**src/rtl/edge_event_counter_pkg.sv**
```systemverilog
// Shared types and helpers for the edge event counter and its sync/edge-detect stage.
package edge_event_counter_pkg;

    typedef enum logic [1:0] {
        IDLE = 2'd0,
        RUN  = 2'd1,
        SAT  = 2'd2
    } state_t;

    // Saturation value of a WIDTH-bit counter.
    function automatic int max_count(input int width);
        return (1 << width) - 1;
    endfunction

endpackage

```
**src/rtl/edge_detect_sync.sv**
```systemverilog
// Two-flop sample of din and rising-edge detect; ev is high for one cycle per 0->1 of s1.
module edge_detect_sync (
    input  logic clk,
    input  logic rst,
    input  logic din,
    output logic ev
);

    logic s1, s2;

    always_ff @(posedge clk or posedge rst) begin
        if (rst) begin
            s1 <= 1'b0;
            s2 <= 1'b0;
        end else begin
            s1 <= din;
            s2 <= s1;
        end
    end

    assign ev = s1 & ~s2;

endmodule

```
**src/rtl/edge_event_counter.sv**
```systemverilog
// Counts rising edges of din into a saturating counter with sticky threshold and overflow flags.
module edge_event_counter
    import edge_event_counter_pkg::*;
#(
    parameter int WIDTH  = 8,
    parameter int THRESH = 4
) (
    input  logic             clk,
    input  logic             rst,
    input  logic             din,
    input  logic             en,
    input  logic             clr,
    output logic [WIDTH-1:0] count,
    output logic             rise,
    output logic             hit,
    output logic             ovf,
    output logic [1:0]       state
);

    localparam int MAX_I = max_count(WIDTH);

    if (WIDTH < 2 || WIDTH > 16) begin : g_bad_width
        $error("edge_event_counter: WIDTH must be in 2..16");
    end
    if (THRESH < 1 || THRESH > MAX_I) begin : g_bad_thresh
        $error("edge_event_counter: THRESH must be in 1..2**WIDTH-1");
    end

    localparam logic [WIDTH-1:0] MAX_V = WIDTH'(MAX_I);
    localparam logic [WIDTH-1:0] THR_V = WIDTH'(THRESH);

    logic             ev;
    logic [WIDTH-1:0] count_nxt, count_inc;
    logic             hit_nxt, ovf_nxt, inc;
    state_t           st_q, st_nxt;

    edge_detect_sync u_sync (
        .clk (clk),
        .rst (rst),
        .din (din),
        .ev  (ev)
    );

    assign count_inc = count + WIDTH'(1);
    assign inc       = ev & en & (count != MAX_V);

    always_ff @(posedge clk or posedge rst) begin
        if (rst) begin
            count <= '0;
            rise  <= 1'b0;
            hit   <= 1'b0;
            ovf   <= 1'b0;
            st_q  <= IDLE;
        end else begin
            count <= count_nxt;
            rise  <= ev & en;
            hit   <= hit_nxt;
            ovf   <= ovf_nxt;
            st_q  <= st_nxt;
        end
    end

    always_comb begin
        count_nxt = count;
        hit_nxt   = hit;
        ovf_nxt   = ovf;
        st_nxt    = st_q;
        if (clr) begin
            // clear wins; an edge in the same cycle is dropped
            count_nxt = '0;
            hit_nxt   = 1'b0;
            ovf_nxt   = 1'b0;
            st_nxt    = IDLE;
        end else begin
            if (inc) begin
                count_nxt = count_inc;
                if (count_inc == THR_V) hit_nxt = 1'b1;
            end else if (ev & en) begin
                ovf_nxt = 1'b1;
            end
            case (st_q)
                IDLE:    if (inc) st_nxt = (count_inc == MAX_V) ? SAT : RUN;
                RUN:     if (inc && count_inc == MAX_V) st_nxt = SAT;
                SAT:     st_nxt = SAT;
                default: st_nxt = IDLE;
            endcase
        end
    end

    assign state = st_q;

endmodule

```
**config.mk**
```make
export PLATFORM = sky130hd
export DESIGN_NAME = edge_event_counter
export DESIGN_NICKNAME = d
export VERILOG_FILES = /design/src/rtl/edge_event_counter_pkg.sv /design/src/rtl/edge_detect_sync.sv /design/src/rtl/edge_event_counter.sv
export SDC_FILE = /design/constraint.sdc
export NUM_CORES = 1
export LEC_CHECK = 0
export ABC_AREA = 1
export CAP_MARGIN = 25
export CORE_UTILIZATION = 30
export DETAILED_ROUTE_END_ITERATION = 10
export HOLD_SLACK_MARGIN = 0.02
export MAX_ROUTING_LAYER = met4
export PLACE_DENSITY_LB_ADDON = 0.12
export SLEW_MARGIN = 20
export SYNTH_ARGS = -nofsm -noshare
export SYNTH_HDL_FRONTEND = slang
export SYNTH_HIERARCHICAL = 1
export SYNTH_SLANG_ARGS = --single-unit
export TNS_END_PERCENT = 100
```
**constraint.sdc**
```tcl
create_clock -name clk -period 2.35 [get_ports clk]
set_clock_uncertainty 0.1 [all_clocks]
set_input_delay 0.47 -clock clk [delete_from_list [all_inputs] [get_ports clk]]
set_output_delay 0.47 -clock clk [all_outputs]
set_load 0.01 [all_outputs]
```
# == After elaboration in Yosys (flattened, before gate mapping) ==
# Cells that the tools add are included.
# totals
reg_bits,15
in_bits,5
output_inout_bits,13
wordCells,41
# classes
add_sub_neg,1
eq_ne,8
muxes,13
n_bitwise,4
reduce_logical,8
# ops
op,n
8-bit two-way mux,2
"8-bit by 1-bit adder with 8-bit output, second input constant",1
"8-bit by 3-bit == test with 1-bit output, second input constant",1
"8-bit == test, second input constant",1
2-bit two-way mux,4
"8-bit inequality test, second input constant",1
1-bit two-way mux,6
"3-bit inequality test, second input constant",2
2-bit case mux with 3 select lines,1
2-bit AND reduction,3
2-bit nonzero test,3
1-bit bitwise AND,3
"2-bit by 1-bit == test with 1-bit output, second input constant",1
"2-bit == test, second input constant",1
2-bit logical NOT,1
"2-bit inequality test, second input constant",1
1-bit logical AND,1
1-bit NOT,1

# == Depth between registers and ports, before layout ==
# depth
ltp_word,8
depth_mapped,12

# == Hierarchy ==
# Netlist, hierarchy kept.
# by_module_without_submodules
module,instances,cells_per_inst,area_each_um2,seq_area_each_um2
edge_event_counter,1,108,865.8,325.3
edge_detect_sync,1,5,63.8,50.0

# == Worst setup path after synthesis ==
# No wires, ideal clock.
# synth_timing
path_kind,register to register
start,register count[0]
end,register st_q[1] (netlist: state[1])
arrival_ps,1490
required_ps,2132
slack_ps,643
path_stages_with_launch,12
path_buffers,0
synth_period_minus_slack_ps,1707
cell_sequence,dfrtp_1 -> ha_1 -> nand2_1 -> inv_1 -> nand2_2 -> nand2_1 -> nor2_2 -> nand2_2 -> nand2_2 -> nand2_2 -> nand2_1 -> o21ai_2
# synth_between
elab_chain_cells,6
word_cells_on_any_way,12
classes_between,add/sub (1); eq/ne (4); mux (4); bitwise (1); reduce/logical (2)
# synth_rtl
element,line,text
"start, declared",edge_event_counter.sv:13,"output logic [WIDTH-1:0] count,"
"start signal, assigned",edge_event_counter.sv:55,count <= count_nxt;
8-bit by 1-bit adder with 8-bit output,edge_event_counter.sv:44,assign count_inc = count + WIDTH'(1);
8-bit == test,"edge_event_counter.sv:82, edge_event_counter.sv:83",
2-bit two-way mux (2 in series),edge_event_counter.sv:82,IDLE: if (inc) st_nxt = (count_inc == MAX_V) ? SAT : RUN;
2-bit case mux with 3 select lines,edge_event_counter.sv:81,case (st_q)
2-bit two-way mux,edge_event_counter.sv:68,if (clr) begin
"end signal, assigned",edge_event_counter.sv:59,st_q <= st_nxt;
"end, declared",edge_event_counter.sv:35,"state_t st_q, st_nxt;"
# Several ways; a longest one is shown, not always the timed one. The select of a mux whose other input is x is not followed.
# A chain may end at the register's enable or synchronous reset.

# == Worst setup path after layout ==
# layout_timing
start,register count[0]
end,output port count[0]
# No word-level cell between the ends.

==> results_dict.tcl <==
set metrics [dict create \
    status "finished, violations left" \
    violations "DRC" \
    areaGrowthSynthToFinish_pct 25.3 \
    arrival_ps 1360 \
    reg2reg_to "count[5]" \
    grt_pass1_wl_um 3390 \
    period_share_pct 82.2 \
    regArea_um2 375 \
    final.fill_count 318 \
    num_rows 19 \
    finalSetupViolations 0 \
    fmax_mhz 518 \
    setup_tns_ps 0 \
    vias 783 \
    post-place-cells 161 \
    cts_buffer_depth 2 \
    crit_required_ps 1780 \
    total_power_mw 0.605 \
    start_util_pct 32.6 \
    grt_max_degree 14 \
    clock-root-buffer "clkbuf_4" \
    synthDistinctLibCells 19 \
    yosys_register_bits 15 \
    htree_levels 1 \
    antenna_found_initial 0 \
    pre_cts_ws_ps 475 \
    die_h_um 57.7 \
    postRouteAntennaNets 0 \
    powerDensity_nw_per_um2 519 \
    worst_slack_ps 418 \
    p_leak_nw 0.507 \
    hold_viol_final 0 \
    path_cells "clkdlybuf4s50_1" \
    clock_latency_ps 280 \
    cp_slowest_stage_delay_ps 590 \
    grt_util_all_layers_pct 13.9 \
    routabilityCongestion 0.785 \
    syn_area_um2 930 \
    crit_path_top_delay_cell "clkdlybuf4s50_1" \
    die_w_um 57.7 \
    cts_buffers 3 \
    grt_pass1_vias 782 \
    syn_nets 124 \
    overflow 0 \
    layout.nets 146 \
    maxCapViolCount 0 \
    ios 18 \
    wl_per_cell_um 11.4 \
    crit_path_end_kind "output pin" \
    max_slew_margin_pct 64.6 \
    dr.pass1.iters 7 \
    antenna_cells 0 \
    worstMarginPinSlew_ps 531 \
    finalCriticalPeriod_ps 1930 \
    yosysWarnings 6 \
    postCtsHoldBufs 0 \
    placeableCoreArea_um2 2850 \
    r2r_setup_slack_ps 490 \
    avgSynthCellArea_um2 8.23 \
    critPathBufInv 1 \
    cp_top_family "buffers and inverters" \
    via_per_inst 4.75 \
    drc 1 \
    grt_setup_unrepaired "no" \
    dp_hpwl_um 1520 \
    peakVddDrop_mv 0.304 \
    reg2reg_depth 8 \
    synth_seq_area_share_pct 40.4 \
    postCtsResizedCells 0 \
    path_class "reg -> out" \
    min_path_type "in -> async" \
    multi_input_area_um2 468 \
    fin_util_pct 40.8 \
    critPathLaunchType "flip-flop" \
    cts.repair_timing.setup_buffer_count 0 \
    cts.clk_slew.worst_paths_ps 90 \
    cts_tree "built" \
    drive_gt1_share_pct 16.4 \
    dieArea_um2 3330 \
    critical_path.max_fanout 8 \
    worstReg2RegStart "count[0]" \
    routed_wl_um 1880 \
    maxSlewViolCount 0 \
    fin_cells 165 \
    drtIter0Drc 14 \
    cts_sinks 15 \
    syn_inst 113 \
    portBuffers 17 \
]
[cells in the mapped netlist, drive strengths merged]
| library cell | instances | area share [%] |
|---|---|---|
| a21oi | 2 | 1.1 |
| nand4 | 3 | 2.0 |
| ha | 6 | 8.1 |
| nand2 | 28 | 13 |
| o21ai | 10 | 6.6 |
| inv | 23 | 9.3 |
| nor2 | 11 | 10 |
| nor3b | 1 | 0.81 |
| o22ai | 4 | 2.7 |
| nand3 | 10 | 5.9 |
| dfrtp | 15 | 40 |
[report_power, final]
group,total (mW),internal (mW),switching (mW),leakage [nW]
registers,0.293,0.273,0.0198,0.202
logic,0.159,0.0732,0.0862,0.289
clock network,0.152,0.0659,0.0861,0.0150
[metal layers]
| metal | vias to the layer above | wire length [um] | part of all wire (%) | track usage [%] |
|---|---|---|---|---|
| li1 | 401 | - | - | - |
| met1 | 365 | 884 | 47 | 17.4 |
| met2 | 15 | 919 | 49 | 22.3 |
| met3 | 2 | 57 | 3.0 | 2.01 |
| met4 | 0 | 19 | 1.0 | 6.12 |
| met5 | - | 0 | 0 | - |
[how the worst max path moves through the flow]
stage | startpoint | endpoint | depth (start not counted)
2_1_floorplan | count[0] | state[1] | 11
3_3_place_gp | count[0] | count[7] | 8
3_5_place_dp | count[0] | count[7] | 8
4_1_cts | count[0] | count[0] | 1
5_1_grt | count[0] | state[0] | 10
6_report | count[0] | count[0] | 1
[flip-flops by register name, summed over array words and instances (netlist names)]
register and cells:
count 8, state 2, hit 1, ovf 1
rise 1, u_sync/s1 1, u_sync/s2 1
[metrics by stage]
stage,area (um2),hold slack [ps]
after detailed placement,1140,269
after global routing,1160,258
after floorplan,930,111
after global placement,1140,261
final,1160,249
after CTS,1160,237
[cell families (layout without fill, tap and decap cells)]
kind of cell    after synthesis  count (layout)  share of synthesized area, %
simple gates                 53              53                          31.9
buf+inv                      23              44                          9.29
compound gates               16              16                          10.4
flops                        15              15                          40.4
fa+ha+maj                     6               6                          8.08
[final cells by class]
cell class              instances  area share, %
flip-flops and latches         15           32.2
well taps                      31           3.33
repair buffers                 17           14.6
clock buffers                   4           2.26
multi-input cells              75           40.2
inverters                      23           7.41
[cell usage in the layout, fill, tap and decap left out, types with 4 or more instances in the layout]
master	instances
nand2_1	21
o21ai_0	4
dfrtp_1	15
inv_1	22
o22ai_1	4
nor2_4	4
nand2_2	7
nand3_1	9
ha_1	6
clkdlybuf4s50_1	17
nor2_1	4
Note: power is estimated with default switching activity, not from simulation.
